===== config.mk =====
export PLATFORM = sky130hd
export DESIGN_NAME = axi_master_arbiter
export DESIGN_NICKNAME = d
export VERILOG_FILES = /design/src/rtl/axi_master_arbiter.sv
export SDC_FILE = /design/constraint.sdc
export NUM_CORES = 1
export LEC_CHECK = 0
export ABC_AREA = 1
export BUFFER_PORTS_ARGS = -buffer_cell sky130_fd_sc_hd__buf_4
export CORE_AREA = 2 2 233 235
export DETAILED_ROUTE_END_ITERATION = 6
export DIE_AREA = 0 0 235 237
export GPL_ROUTABILITY_DRIVEN = 0
export SETUP_SLACK_MARGIN = 0.02
export SLEW_MARGIN = 20
export SYNTH_ARGS = -nofsm -noshare
export SYNTH_HDL_FRONTEND = slang
export SYNTH_SLANG_ARGS = --single-unit

===== constraint.sdc =====
create_clock -name clk -period 1.45 [get_ports clk]
set_input_delay 0.0725 -clock clk [delete_from_list [all_inputs] [get_ports clk]]
set_output_delay 0.0725 -clock clk [all_outputs]
set_load 0.01 [all_outputs]

===== src/rtl/axi_master_arbiter.sv =====
// ============================================================================
// Module   : axi_master_arbiter
// Brief    : Round-robin, burst-granular sharing of one AXI memory port among
//            NUM_MASTERS requesters; read and write channels arbitrate apart.
// Revision : 1.0 - initial release
// ============================================================================
`default_nettype none

`ifndef AXI_DATA_WIDTH
`define AXI_DATA_WIDTH 64
`endif

module axi_master_arbiter #(
  parameter int NUM_MASTERS    = 2,
  parameter int AXI_DATA_WIDTH = `AXI_DATA_WIDTH,
  parameter int ADDR_WIDTH     = 32
) (
  input  logic                                 clk,
  input  logic                                 reset,
  input  logic [NUM_MASTERS-1:0]               m_awvalid,
  output logic [NUM_MASTERS-1:0]               m_awready,
  input  logic [NUM_MASTERS*ADDR_WIDTH-1:0]    m_awaddr,
  input  logic [NUM_MASTERS*8-1:0]             m_awlen,
  input  logic [NUM_MASTERS-1:0]               m_wvalid,
  output logic [NUM_MASTERS-1:0]               m_wready,
  input  logic [NUM_MASTERS*AXI_DATA_WIDTH-1:0] m_wdata,
  input  logic [NUM_MASTERS-1:0]               m_wlast,
  output logic [NUM_MASTERS-1:0]               m_bvalid,
  input  logic [NUM_MASTERS-1:0]               m_bready,
  input  logic [NUM_MASTERS-1:0]               m_arvalid,
  output logic [NUM_MASTERS-1:0]               m_arready,
  input  logic [NUM_MASTERS*ADDR_WIDTH-1:0]    m_araddr,
  input  logic [NUM_MASTERS*8-1:0]             m_arlen,
  output logic [NUM_MASTERS-1:0]               m_rvalid,
  input  logic [NUM_MASTERS-1:0]               m_rready,
  output logic [AXI_DATA_WIDTH-1:0]            m_rdata,
  output logic                                 s_awvalid,
  input  logic                                 s_awready,
  output logic [ADDR_WIDTH-1:0]                s_awaddr,
  output logic [7:0]                           s_awlen,
  output logic                                 s_wvalid,
  input  logic                                 s_wready,
  output logic [AXI_DATA_WIDTH-1:0]            s_wdata,
  output logic                                 s_wlast,
  input  logic                                 s_bvalid,
  output logic                                 s_bready,
  output logic                                 s_arvalid,
  input  logic                                 s_arready,
  output logic [ADDR_WIDTH-1:0]                s_araddr,
  output logic [7:0]                           s_arlen,
  input  logic                                 s_rvalid,
  output logic                                 s_rready,
  input  logic [AXI_DATA_WIDTH-1:0]            s_rdata
);

  localparam int c_GW = (NUM_MASTERS > 1) ? $clog2(NUM_MASTERS) : 1;
  localparam logic [c_GW-1:0] c_LAST_RST = c_GW'(NUM_MASTERS - 1);

  localparam logic [1:0] c_R_IDLE = 2'd0;
  localparam logic [1:0] c_R_ADDR = 2'd1;
  localparam logic [1:0] c_R_DATA = 2'd2;

  localparam logic [1:0] c_W_IDLE = 2'd0;
  localparam logic [1:0] c_W_ADDR = 2'd1;
  localparam logic [1:0] c_W_DATA = 2'd2;
  localparam logic [1:0] c_W_RESP = 2'd3;

  // First requester at or after last+1, wrapping; keeps last if none request.
  function automatic logic [c_GW-1:0] f_rr_pick(input logic [NUM_MASTERS-1:0] req,
                                                input logic [c_GW-1:0] last);
    logic [c_GW-1:0] pick;
    logic [c_GW-1:0] idx;
    logic            found;
    pick  = last;
    found = 1'b0;
    for (int k = 1; k <= NUM_MASTERS; k++) begin
      idx = c_GW'((int'(last) + k) % NUM_MASTERS);
      if (!found && req[idx]) begin
        found = 1'b1;
        pick  = idx;
      end
    end
    return pick;
  endfunction

  logic [ADDR_WIDTH-1:0]     w_araddr [NUM_MASTERS];
  logic [ADDR_WIDTH-1:0]     w_awaddr [NUM_MASTERS];
  logic [7:0]                w_arlen  [NUM_MASTERS];
  logic [7:0]                w_awlen  [NUM_MASTERS];
  logic [AXI_DATA_WIDTH-1:0] w_wdata  [NUM_MASTERS];

  generate
    for (genvar i = 0; i < NUM_MASTERS; i++) begin : g_unpack
      assign w_araddr[i] = m_araddr[i*ADDR_WIDTH +: ADDR_WIDTH];
      assign w_awaddr[i] = m_awaddr[i*ADDR_WIDTH +: ADDR_WIDTH];
      assign w_arlen[i]  = m_arlen[i*8 +: 8];
      assign w_awlen[i]  = m_awlen[i*8 +: 8];
      assign w_wdata[i]  = m_wdata[i*AXI_DATA_WIDTH +: AXI_DATA_WIDTH];
    end
  endgenerate

  // ---------------------------------------------------------------- read path
  logic [1:0]      r_rd_state;
  logic [1:0]      w_rd_state_nxt;
  logic [c_GW-1:0] r_rd_grant;
  logic [c_GW-1:0] r_rd_last;
  logic [7:0]      r_rd_cnt;
  logic            w_ar_hs;
  logic            w_r_beat;

  assign w_ar_hs  = s_arvalid && s_arready;
  assign w_r_beat = s_rvalid && s_rready;

  always_ff @(posedge clk) begin
    if (reset) begin
      r_rd_state <= c_R_IDLE;
      r_rd_grant <= '0;
      r_rd_last  <= c_LAST_RST;
      r_rd_cnt   <= 8'd0;
    end else begin
      r_rd_state <= w_rd_state_nxt;
      case (r_rd_state)
        c_R_IDLE: if (|m_arvalid) r_rd_grant <= f_rr_pick(m_arvalid, r_rd_last);
        c_R_ADDR: if (w_ar_hs) r_rd_cnt <= s_arlen;
        c_R_DATA: begin
          if (w_r_beat) begin
            r_rd_cnt <= r_rd_cnt - 8'd1;
            if (r_rd_cnt == 8'd0) r_rd_last <= r_rd_grant;
          end
        end
        default: ;
      endcase
    end
  end

  always_comb begin
    w_rd_state_nxt = r_rd_state;
    case (r_rd_state)
      c_R_IDLE: if (|m_arvalid) w_rd_state_nxt = c_R_ADDR;
      c_R_ADDR: if (w_ar_hs) w_rd_state_nxt = c_R_DATA;
      c_R_DATA: if (w_r_beat && (r_rd_cnt == 8'd0)) w_rd_state_nxt = c_R_IDLE;
      default:  w_rd_state_nxt = c_R_IDLE;
    endcase
  end

  always_comb begin
    s_arvalid = 1'b0;
    m_arready = '0;
    s_rready  = 1'b0;
    m_rvalid  = '0;
    s_araddr  = w_araddr[r_rd_grant];
    s_arlen   = w_arlen[r_rd_grant];
    m_rdata   = s_rdata;
    case (r_rd_state)
      c_R_ADDR: begin
        s_arvalid             = m_arvalid[r_rd_grant];
        m_arready[r_rd_grant] = s_arready;
      end
      c_R_DATA: begin
        s_rready             = m_rready[r_rd_grant];
        m_rvalid[r_rd_grant] = s_rvalid;
      end
      default: ;
    endcase
  end

  // --------------------------------------------------------------- write path
  logic [1:0]      r_wr_state;
  logic [1:0]      w_wr_state_nxt;
  logic [c_GW-1:0] r_wr_grant;
  logic [c_GW-1:0] r_wr_last;
  logic [7:0]      r_wr_cnt;
  logic            w_aw_hs;
  logic            w_w_beat;
  logic            w_b_hs;

  assign w_aw_hs  = s_awvalid && s_awready;
  assign w_w_beat = s_wvalid && s_wready;
  assign w_b_hs   = s_bvalid && s_bready;

  always_ff @(posedge clk) begin
    if (reset) begin
      r_wr_state <= c_W_IDLE;
      r_wr_grant <= '0;
      r_wr_last  <= c_LAST_RST;
      r_wr_cnt   <= 8'd0;
    end else begin
      r_wr_state <= w_wr_state_nxt;
      case (r_wr_state)
        c_W_IDLE: if (|m_awvalid) r_wr_grant <= f_rr_pick(m_awvalid, r_wr_last);
        c_W_ADDR: if (w_aw_hs) r_wr_cnt <= s_awlen;
        c_W_DATA: if (w_w_beat) r_wr_cnt <= r_wr_cnt - 8'd1;
        c_W_RESP: if (w_b_hs) r_wr_last <= r_wr_grant;
        default: ;
      endcase
    end
  end

  always_comb begin
    w_wr_state_nxt = r_wr_state;
    case (r_wr_state)
      c_W_IDLE: if (|m_awvalid) w_wr_state_nxt = c_W_ADDR;
      c_W_ADDR: if (w_aw_hs) w_wr_state_nxt = c_W_DATA;
      c_W_DATA: if (w_w_beat && (r_wr_cnt == 8'd0)) w_wr_state_nxt = c_W_RESP;
      c_W_RESP: if (w_b_hs) w_wr_state_nxt = c_W_IDLE;
      default:  w_wr_state_nxt = c_W_IDLE;
    endcase
  end

  // The wlast from the requester is forwarded untouched; the beat counter alone
  // decides when the burst ends.
  always_comb begin
    s_awvalid = 1'b0;
    m_awready = '0;
    s_wvalid  = 1'b0;
    m_wready  = '0;
    s_bready  = 1'b0;
    m_bvalid  = '0;
    s_awaddr  = w_awaddr[r_wr_grant];
    s_awlen   = w_awlen[r_wr_grant];
    s_wdata   = w_wdata[r_wr_grant];
    s_wlast   = m_wlast[r_wr_grant];
    case (r_wr_state)
      c_W_ADDR: begin
        s_awvalid             = m_awvalid[r_wr_grant];
        m_awready[r_wr_grant] = s_awready;
      end
      c_W_DATA: begin
        s_wvalid             = m_wvalid[r_wr_grant];
        m_wready[r_wr_grant] = s_wready;
      end
      c_W_RESP: begin
        m_bvalid[r_wr_grant] = s_bvalid;
        s_bready             = m_bready[r_wr_grant];
      end
      default: ;
    endcase
  end

endmodule

`default_nettype wire


==> run metrics, run 1 <==
CORE AREA=around 53000 um2; Critical Path RT=1380 ps; fin nets=about 1600; H-tree Lvls=1; CP arrival=between 1000 and 1500 ps; Design Power=between 8 and 9 mW; drt via density=around 3.4; I/O pins=between 500 and 600; antenna violations before repair=8; fraction of layout instances using a drive strength above 1=0.522; setup ws final=-62.2 ps; pin count of the biggest net entering global routing=36; failing checks=setup timing; Period minus WS final=around 1500 ps; hpwl dp=28.5 mm; Synth Area per Inst=4.91 um2; Setup TNS=-1070 ps; Global Route Usage Sum=0.114; Initial Util=0.0753; post-synth top area share=0.467; Peak VDD IR=~0.00038 V; drt first pass iters=4; Distinct cells, synth=33; DRC viols=0; Hold WS=between 90 and 100 ps; wire length of the first global-routing pass=roughly 46 mm; worst-skew pair later-pin latency=260 ps; hold crit path type=primary input to flip-flop; Worst-Margin Slew=around 600 ps; fin cells=between 1500 and 2000; Max-cap violations=0; die outline width=around 240 um; Cell Area, Synth=4010 um2; total clock buffers created by CTS=3; Max Freq=about 660 MHz; Final Core Density=0.179; Worst-path clk slew=70 ps; placed insts=roughly 1900; Final Skew=about 3.5 ps; setup violators final=61; area leader, netlist=nand2_1; vias in the first global route=between 6000 and 7000; final wirelength=approximately 34 mm; total grt overflow=0; Slew Viols, Final=0; critical path class=flip-flop to output port; Layout area overhead=137%; fin crit share=1.04; post-route ant nets=0; Die Y=around 240 um; Synth Register Bits=24; Std-Cell Rows=85; Syn Inst Count=817; crit path max fanout=9; Longest Clk Path Bufs=2; Die ar.=about 56000 um2; 1st-iter DRT viols=between 200 and 250; status=complete, but fails checks; max_slew headroom=0.602; leakage dissipation=5.03 nW; register area share after synthesis=0.120; Hold Buf Count CTS=0; YS warnings=0; vias post-DR=roughly 6600; IO Port Bufs=466; unrepaired setup endpoints after global routing=true; CP Launch Type=flip-flop; Clock Tree Root=clkbuf_16; Ant. Diodes=0; count of clock tree sinks=24; pwr dens=approximately 930 nW/um2; average routed wire per standard cell=around 18 um; final hold viol count=0; synth top area cells=nand2_1 47%, buf_4 12%, dfxtp_1 12%, inv_1 3.7%, nand3_1 3.1%; CTS tree=done; Crit. End Element=output port; Syn Nets=~1200
worst max-delay path, stage by stage, from the launching register on:
cell     delay (ps)
dfxtp_4         390
inv_4           100
buf_12          170
buf_8           140
nand2_1          50
and2_1          140
inv_2            80
buf_6           100
state kept, by name, summed over array words and instances (netlist names):
| register | cells |
|---|---|
| r_rd_last | 1 |
| r_wr_last | 1 |
| r_wr_cnt | 8 |
| r_rd_cnt | 8 |
| r_rd_grant | 1 |
| r_wr_state | 2 |
| r_rd_state | 2 |
| r_wr_grant | 1 |
cells by family after synthesis:
kind of cell | Yosys count | share of synthesized area
fa+ha+maj | 8 | 0.0249
compound gates | 56 | 0.0752
buf+inv | 147 | 0.211
flops | 24 | 0.120
simple gates | 582 | 0.569
area by class of cell:
class / count / area [um2]
clock buffers: 4 / 78.8
fillers: 6162 / 43800
inverters: 42 / 174
multi-input cells: 646 / 3100
flip-flops and latches: 24 / 497
well taps: 696 / 871
repair buffers: 537 / 4800
report_power, final:
group	switching, mW	total, mW	internal [mW]
Sequential	0.149	0.982	0.833
Clock	0.260	0.637	0.377
Combinational	3.71	7.23	3.52
Total	4.12	8.85	4.72
per-layer routing:
layer | up-vias | part of all wire | GRT usage
met1 | 2891 | 0.40 | 0.133
li1 | 3309 | - | -
met5 | - | 0.0017 | 0
met4 | 10 | 0.010 | 0.0119
met2 | 375 | 0.51 | 0.209
met3 | 38 | 0.083 | 0.0359
cells in the mapped netlist:
master / number
nor3_1: 12
dfxtp_1: 24
and2_1: 4
nand2_1: 499
or2_2: 2
a211oi_1: 1
o21ai_0: 23
buf_4: 65
nand3_2: 1
nor2_2: 1
nor3b_1: 1
nand3_1: 25
inv_2: 1
inv_6: 1
nand3b_1: 1
buf_1: 6
ha_1: 8
o211ai_1: 3
nand4_1: 2
a31oi_1: 1
and3_1: 1
o21ai_2: 1
buf_2: 14
or2_1: 1
a21oi_1: 24
a21oi_2: 1
clkbuf_1: 16
buf_6: 4
o21ai_1: 1
nand2_2: 4
inv_1: 40
o21a_1: 1
nor2_1: 28
cell usage in the layout (no fill, tap or decap), types with 4 or more instances in the layout:
cell type  Yosys  layout
dfxtp_4        0       4
nand3_1       25      23
nor3_1        12       6
buf_12         0      11
dfxtp_1       24      19
clkbuf_16      0       7
inv_1         40      31
nand2_2        4      59
inv_2          1       6
o21ai_0       23      18
buf_4         65     424
and2_1         4       4
ha_1           8       4
buf_6          4      82
a21oi_1       24      23
buf_8          0       6
nor2_1        28      26
nand2_4        0      10
buf_16         0       8
nand2_1      499     431
repair_timing:
action,4_1_cts,5_1_grt
buffers inserted,14,9
setup endpoints to repair,119,142
pin swaps,28,13
resized for setup,205,39
gates cloned,9,4
stage by stage:
stage                     area [um2]  setup slack (ps)
after floorplan                 4010              24.5
after global placement          8070             -28.3
after detailed placement        8070             -42.6
after CTS                       9210             -67.1
after global routing            9520              -142
final                           9520             -62.2
final timing paths:
path,slack (ps),to,startpoint,depth (start not counted)
worst min-delay path,100,r_rd_grant$_SDFFE_PP0P_,m_arvalid[1],3
worst max-delay path,-60,s_awlen[5],r_wr_grant$_SDFFE_PP0P_,7
worst min register to register,480,r_wr_cnt[2]$_SDFFE_PP0P_,r_wr_cnt[2]$_SDFFE_PP0P_,2
worst max register to register,-50,r_wr_state[1]$_SDFFE_PP0P_,r_wr_grant$_SDFFE_PP0P_,10
No activity file was read; power rests on OpenSTA's default activity.
==> run 2: changes to the inputs <==
ABC_AREA = not set   (was 1)
CORE_AREA = 2 2 231 233   (was 2 2 233 235)
DIE_AREA = 0 0 233 235   (was 0 0 235 237)
SETUP_SLACK_MARGIN = 0.4   (was 0.02)
==> run 2 against run 1 <==
- the run still ends with setup timing left
- synthesized cell count decreased by 45%
- final area increased by 14%
- critical path depth decreased by 3
- register-to-register slack got worse by 160 ps
- worst setup slack got worse by 140 ps
- flip-flop and latch count unchanged
- maximum frequency decreased by 8.6%
- wire length increased by 9.4%
- non-clock buffer count increased by 33
- utilization increased by 2.9 points
- clock skew decreased by 0.68 ps
- worst hold slack improved by 17 ps
==> run metrics, run 2 <==
post-synthesis adder-cell area fraction=0.0262 (was 0.0249); commonest non-fill, non-tap cell in the layout=buf_4 (was nand2_1); hold crit path type=primary input to flip-flop (unchanged); CTS tree=done (unchanged); compound-gate portion of the synthesized area=0.113 (was 0.0751); Synth Register Bits=24 (unchanged); post-synth top area share=0.428 (was 0.467); fraction of layout instances using a drive strength above 1=0.858 (was 0.522); total clock buffers created by CTS=3 (unchanged); HP Start=m_bready[1] (was m_arvalid[1]); Cell Area, Synth=3810 um2 (was 4010 um2); Final Core Density=0.207 (was 0.179); drt via density=3.41 (was 3.40); Syn Nets=826 (was 1196); register area share after synthesis=0.126 (was 0.120); main combinational cell family by area after synthesis=multiplexers (was simple AND/OR/NAND/NOR gates); top-count cell post-synth=mux2_2 (was nand2_1); Sw Ratio=0.394 (was 0.466); Syn Inst Count=447 (was 817); highest-count cells in the layout ignoring fill and taps=335 x buf_4, 197 x buf_6, 145 x mux2_4 (was 431 x nand2_1, 424 x buf_4, 82 x buf_6); IO Port Bufs=466 (unchanged); drt first pass iters=4 (unchanged); antenna violations before repair=6 (was 8); average routed wire per standard cell=23.0 um (was 17.5 um); proportion of synthesized area in mux cells=0.444 (was 0); Clock Tree Root=clkbuf_16 (unchanged); vias post-DR=5547 (was 6623); final wirelength=37.3 mm (was 34.2 mm); final hold viol count=0 (unchanged); die outline width=233 um (was 235 um); Critical Path, Cell by Cell=or3_4 > or3_4 > o31a_1 > o32ai_1 (was inv_4 > buf_12 > buf_8 > nand2_1 > and2_1 > inv_2 > buf_6); Distinct cells, synth=44 (was 33); Synth Flop Type=dfxtp_1 (unchanged); DRC viols=0 (unchanged); Std-Cell Rows=84 (was 85); CP arrival=1820 ps (was 1440 ps); Pint=6.00 mW (was 4.72 mW); CORE AREA=52200 um2 (was 53300 um2); Synth Area per Inst=8.53 um2 (was 4.91 um2); reg-to-reg endpoint=r_wr_cnt[5]$_SDFFE_PP0P_ (was r_wr_state[1]$_SDFFE_PP0P_); Final Skew=2.80 ps (was 3.48 ps); setup violators final=166 (was 61); slowest CP cell=or3_4 (was dfxtp_4); status=complete, but fails checks (unchanged); Layout area overhead=184% (was 137%); failing checks=setup timing (unchanged); Worst Hold End=r_wr_last$_SDFFE_PP1P_ (was r_rd_grant$_SDFFE_PP0P_); count of clock tree sinks=24 (unchanged); H-tree Lvls=1 (unchanged); setup ws final=-205 ps (was -62.2 ps); Longest Clk Path Bufs=2 (unchanged); Synth top cells by count=145 x mux2_2, 66 x buf_4, 28 x nand2_1 (was 499 x nand2_1, 65 x buf_4, 40 x inv_1); pwr dens=915 nW/um2 (was 929 nW/um2); R2R Path Start=r_wr_cnt[0]$_SDFFE_PP0P_ (was r_wr_grant$_SDFFE_PP0P_); filler cell count=5616 (was 6162); critical path class=flip-flop to flip-flop (was flip-flop to output port); Logic pwr share=0.836 (was 0.817); Largest regs=r_rd_cnt (8), r_wr_cnt (8) (unchanged); Period minus WS final=1660 ps (was 1510 ps); synth top area cells=mux2_2 43%, buf_4 13%, dfxtp_1 13%, a21oi_1 2.8%, nand2_1 2.8% (was nand2_1 47%, buf_4 12%, dfxtp_1 12%, inv_1 3.7%, nand3_1 3.1%); Die ar.=54800 um2 (was 55700 um2); Place WS=-211 ps (was -42.6 ps); Post-DP Area=8670 um2 (was 8070 um2); leakage dissipation=4.94 nW (was 5.03 nW); async set or reset register ratio after synthesis=0 (unchanged); Crit. End Element=flip-flop (was output port); Worst-path clk slew=70 ps (about the same); fin crit share=1.14 (was 1.04); hpwl dp=31.0 mm (was 28.5 mm); Global Route Usage Sum=0.122 (was 0.114); pin count of the biggest net entering global routing=28 (was 36); Max-cap violations=0 (unchanged); worst-skew pair later-pin latency=260 ps (about the same); slowest stage delay, CP=390 ps (about the same); I/O pins=595 (unchanged); Synth Area in Simple Gates=0.114 (was 0.569); CP Launch Type=flip-flop (unchanged); fin nets=1312 (was 1633); wire length of the first global-routing pass=45.6 mm (was 45.5 mm); Worst R2R Setup Slack=-210 ps (was -50 ps); Worst-Margin Slew=324 ps (was 597 ps); Peak VDD IR=0.000541 V (was 0.000379 V); vias in the first global route=5800 (was 6313); Worst path most repeated cell=or3_4; Sw Pwr=3.90 mW (was 4.12 mW); YS warnings=0 (unchanged); Max Freq=604 MHz (was 661 MHz); Hold Buf Count CTS=0 (unchanged); area leader, netlist=mux2_2 (was nand2_1); Clk pwr share=0.063 (was 0.072); Slew Viols, Final=0 (unchanged); max_slew headroom=0.784 (was 0.602); hold path cells=3 (unchanged); post-route ant nets=0 (unchanged); worst r2r path cells=4 (was 10); fin area=10800 um2 (was 9520 um2); Flop pwr share=0.101 (was 0.111); unrepaired setup endpoints after global routing=true (unchanged); number of enable flip-flop cells after synthesis=0 (unchanged); Die Y=235 um (was 237 um); Critical Path RT=1620 ps (was 1380 ps); 1st-iter DRT viols=179 (was 241); total grt overflow=0 (unchanged); XOR/XNOR Fraction of Synth Area=0.00230 (was 0); Initial Util=0.0730 (was 0.0753); crit path max fanout=3 (was 9)
run 2: changes by cell type after synthesis, sizes merged, moves of 6 or more:
cell    delta
mux2i      +6
o21ai     -10
nand2    -475
mux2     +145
inv       -27
nand3     -23
nor2b      +7
clkbuf    -10
run 2: per-layer routing:
layer  vias up  part of all wire  GRT usage
li1       2518                 -          -
met5         -            0.0023          0
met3        30              0.10     0.0398
met1      2542              0.35      0.129
met2       453              0.51      0.229
met4         4             0.032     0.0328
run 2: how the worst max path moves through the flow:
stage / slack [ps] / cells after the start / startpoint / to
floorplan: -120 / 5 / r_wr_cnt[0]$_SDFFE_PP0P_ / r_wr_cnt[7]$_SDFFE_PP0P_
global placement: -210 / 5 / r_wr_cnt[3]$_SDFFE_PP0P_ / r_wr_state[1]$_SDFFE_PP0P_
detailed placement: -210 / 5 / r_wr_cnt[3]$_SDFFE_PP0P_ / r_wr_state[1]$_SDFFE_PP0P_
CTS: -210 / 5 / r_wr_cnt[3]$_SDFFE_PP0P_ / r_wr_state[1]$_SDFFE_PP0P_
global route: -270 / 5 / r_wr_cnt[3]$_SDFFE_PP0P_ / r_wr_state[1]$_SDFFE_PP0P_
finish: -210 / 4 / r_wr_cnt[0]$_SDFFE_PP0P_ / r_wr_cnt[5]$_SDFFE_PP0P_
run 2: cell families after synthesis:
| group | count (synthesis) |
|---|---|
| flops | 24 |
| compound gates | 66 |
| buf+inv | 106 |
| xor+xnor | 1 |
| simple gates | 91 |
| fa+ha+maj | 8 |
| mux | 151 |
run 2: what timing repair did:
action | in CTS | in global routing
gates resized for setup | 234 | 98
pin swaps | 39 | 19
endpoints found under the setup margin | 183 | 184
cloned | 10 | 11
buffers inserted | 32 | 4
run 2: power by group through the flow:
stage	sequential (mW)	clock (mW)	combinational (mW)
after detailed placement	1.01	0	6.23
final	0.997	0.628	8.28
after floorplan	0.964	0	3.54
after CTS	0.990	0.659	7.69
after global routing	1.02	0.673	8.76
after global placement	0.991	0	6.18
run 2: per-stage QoR:
stage / hold WS, ps / instances / total power [mW] / setup TNS [ps]
floorplan: 237 / 447 / 4.50 / -482
global placement: 145 / 1559 / 7.17 / -5250
detailed placement: 145 / 1559 / 7.24 / -6460
CTS: 96.5 / 1605 / 9.34 / -17950
global route: 121 / 1624 / 10.5 / -26240
finish: 115 / 1626 / 9.90 / -19850
run 2: cell type report:
cell class	count	area [um2]	share of cell area
timing repair buffer	570	5610	0.518
multi-input combinational	319	3690	0.341
tap	688	861	0.0795
sequential	24	505	0.0467
clock buffer	4	78.8	0.00728
inverter	15	73.8	0.00682
antenna	6	15.0	0.00139
run 2: worst max-delay path, delay by kind of cell (launching register included):
| kind | cells | cell delay [ps] |
|---|---|---|
| and+or+nand+nor | 2 | 740 |
| AOI/OAI and AO/OA | 2 | 480 |
| DFF | 1 | 350 |
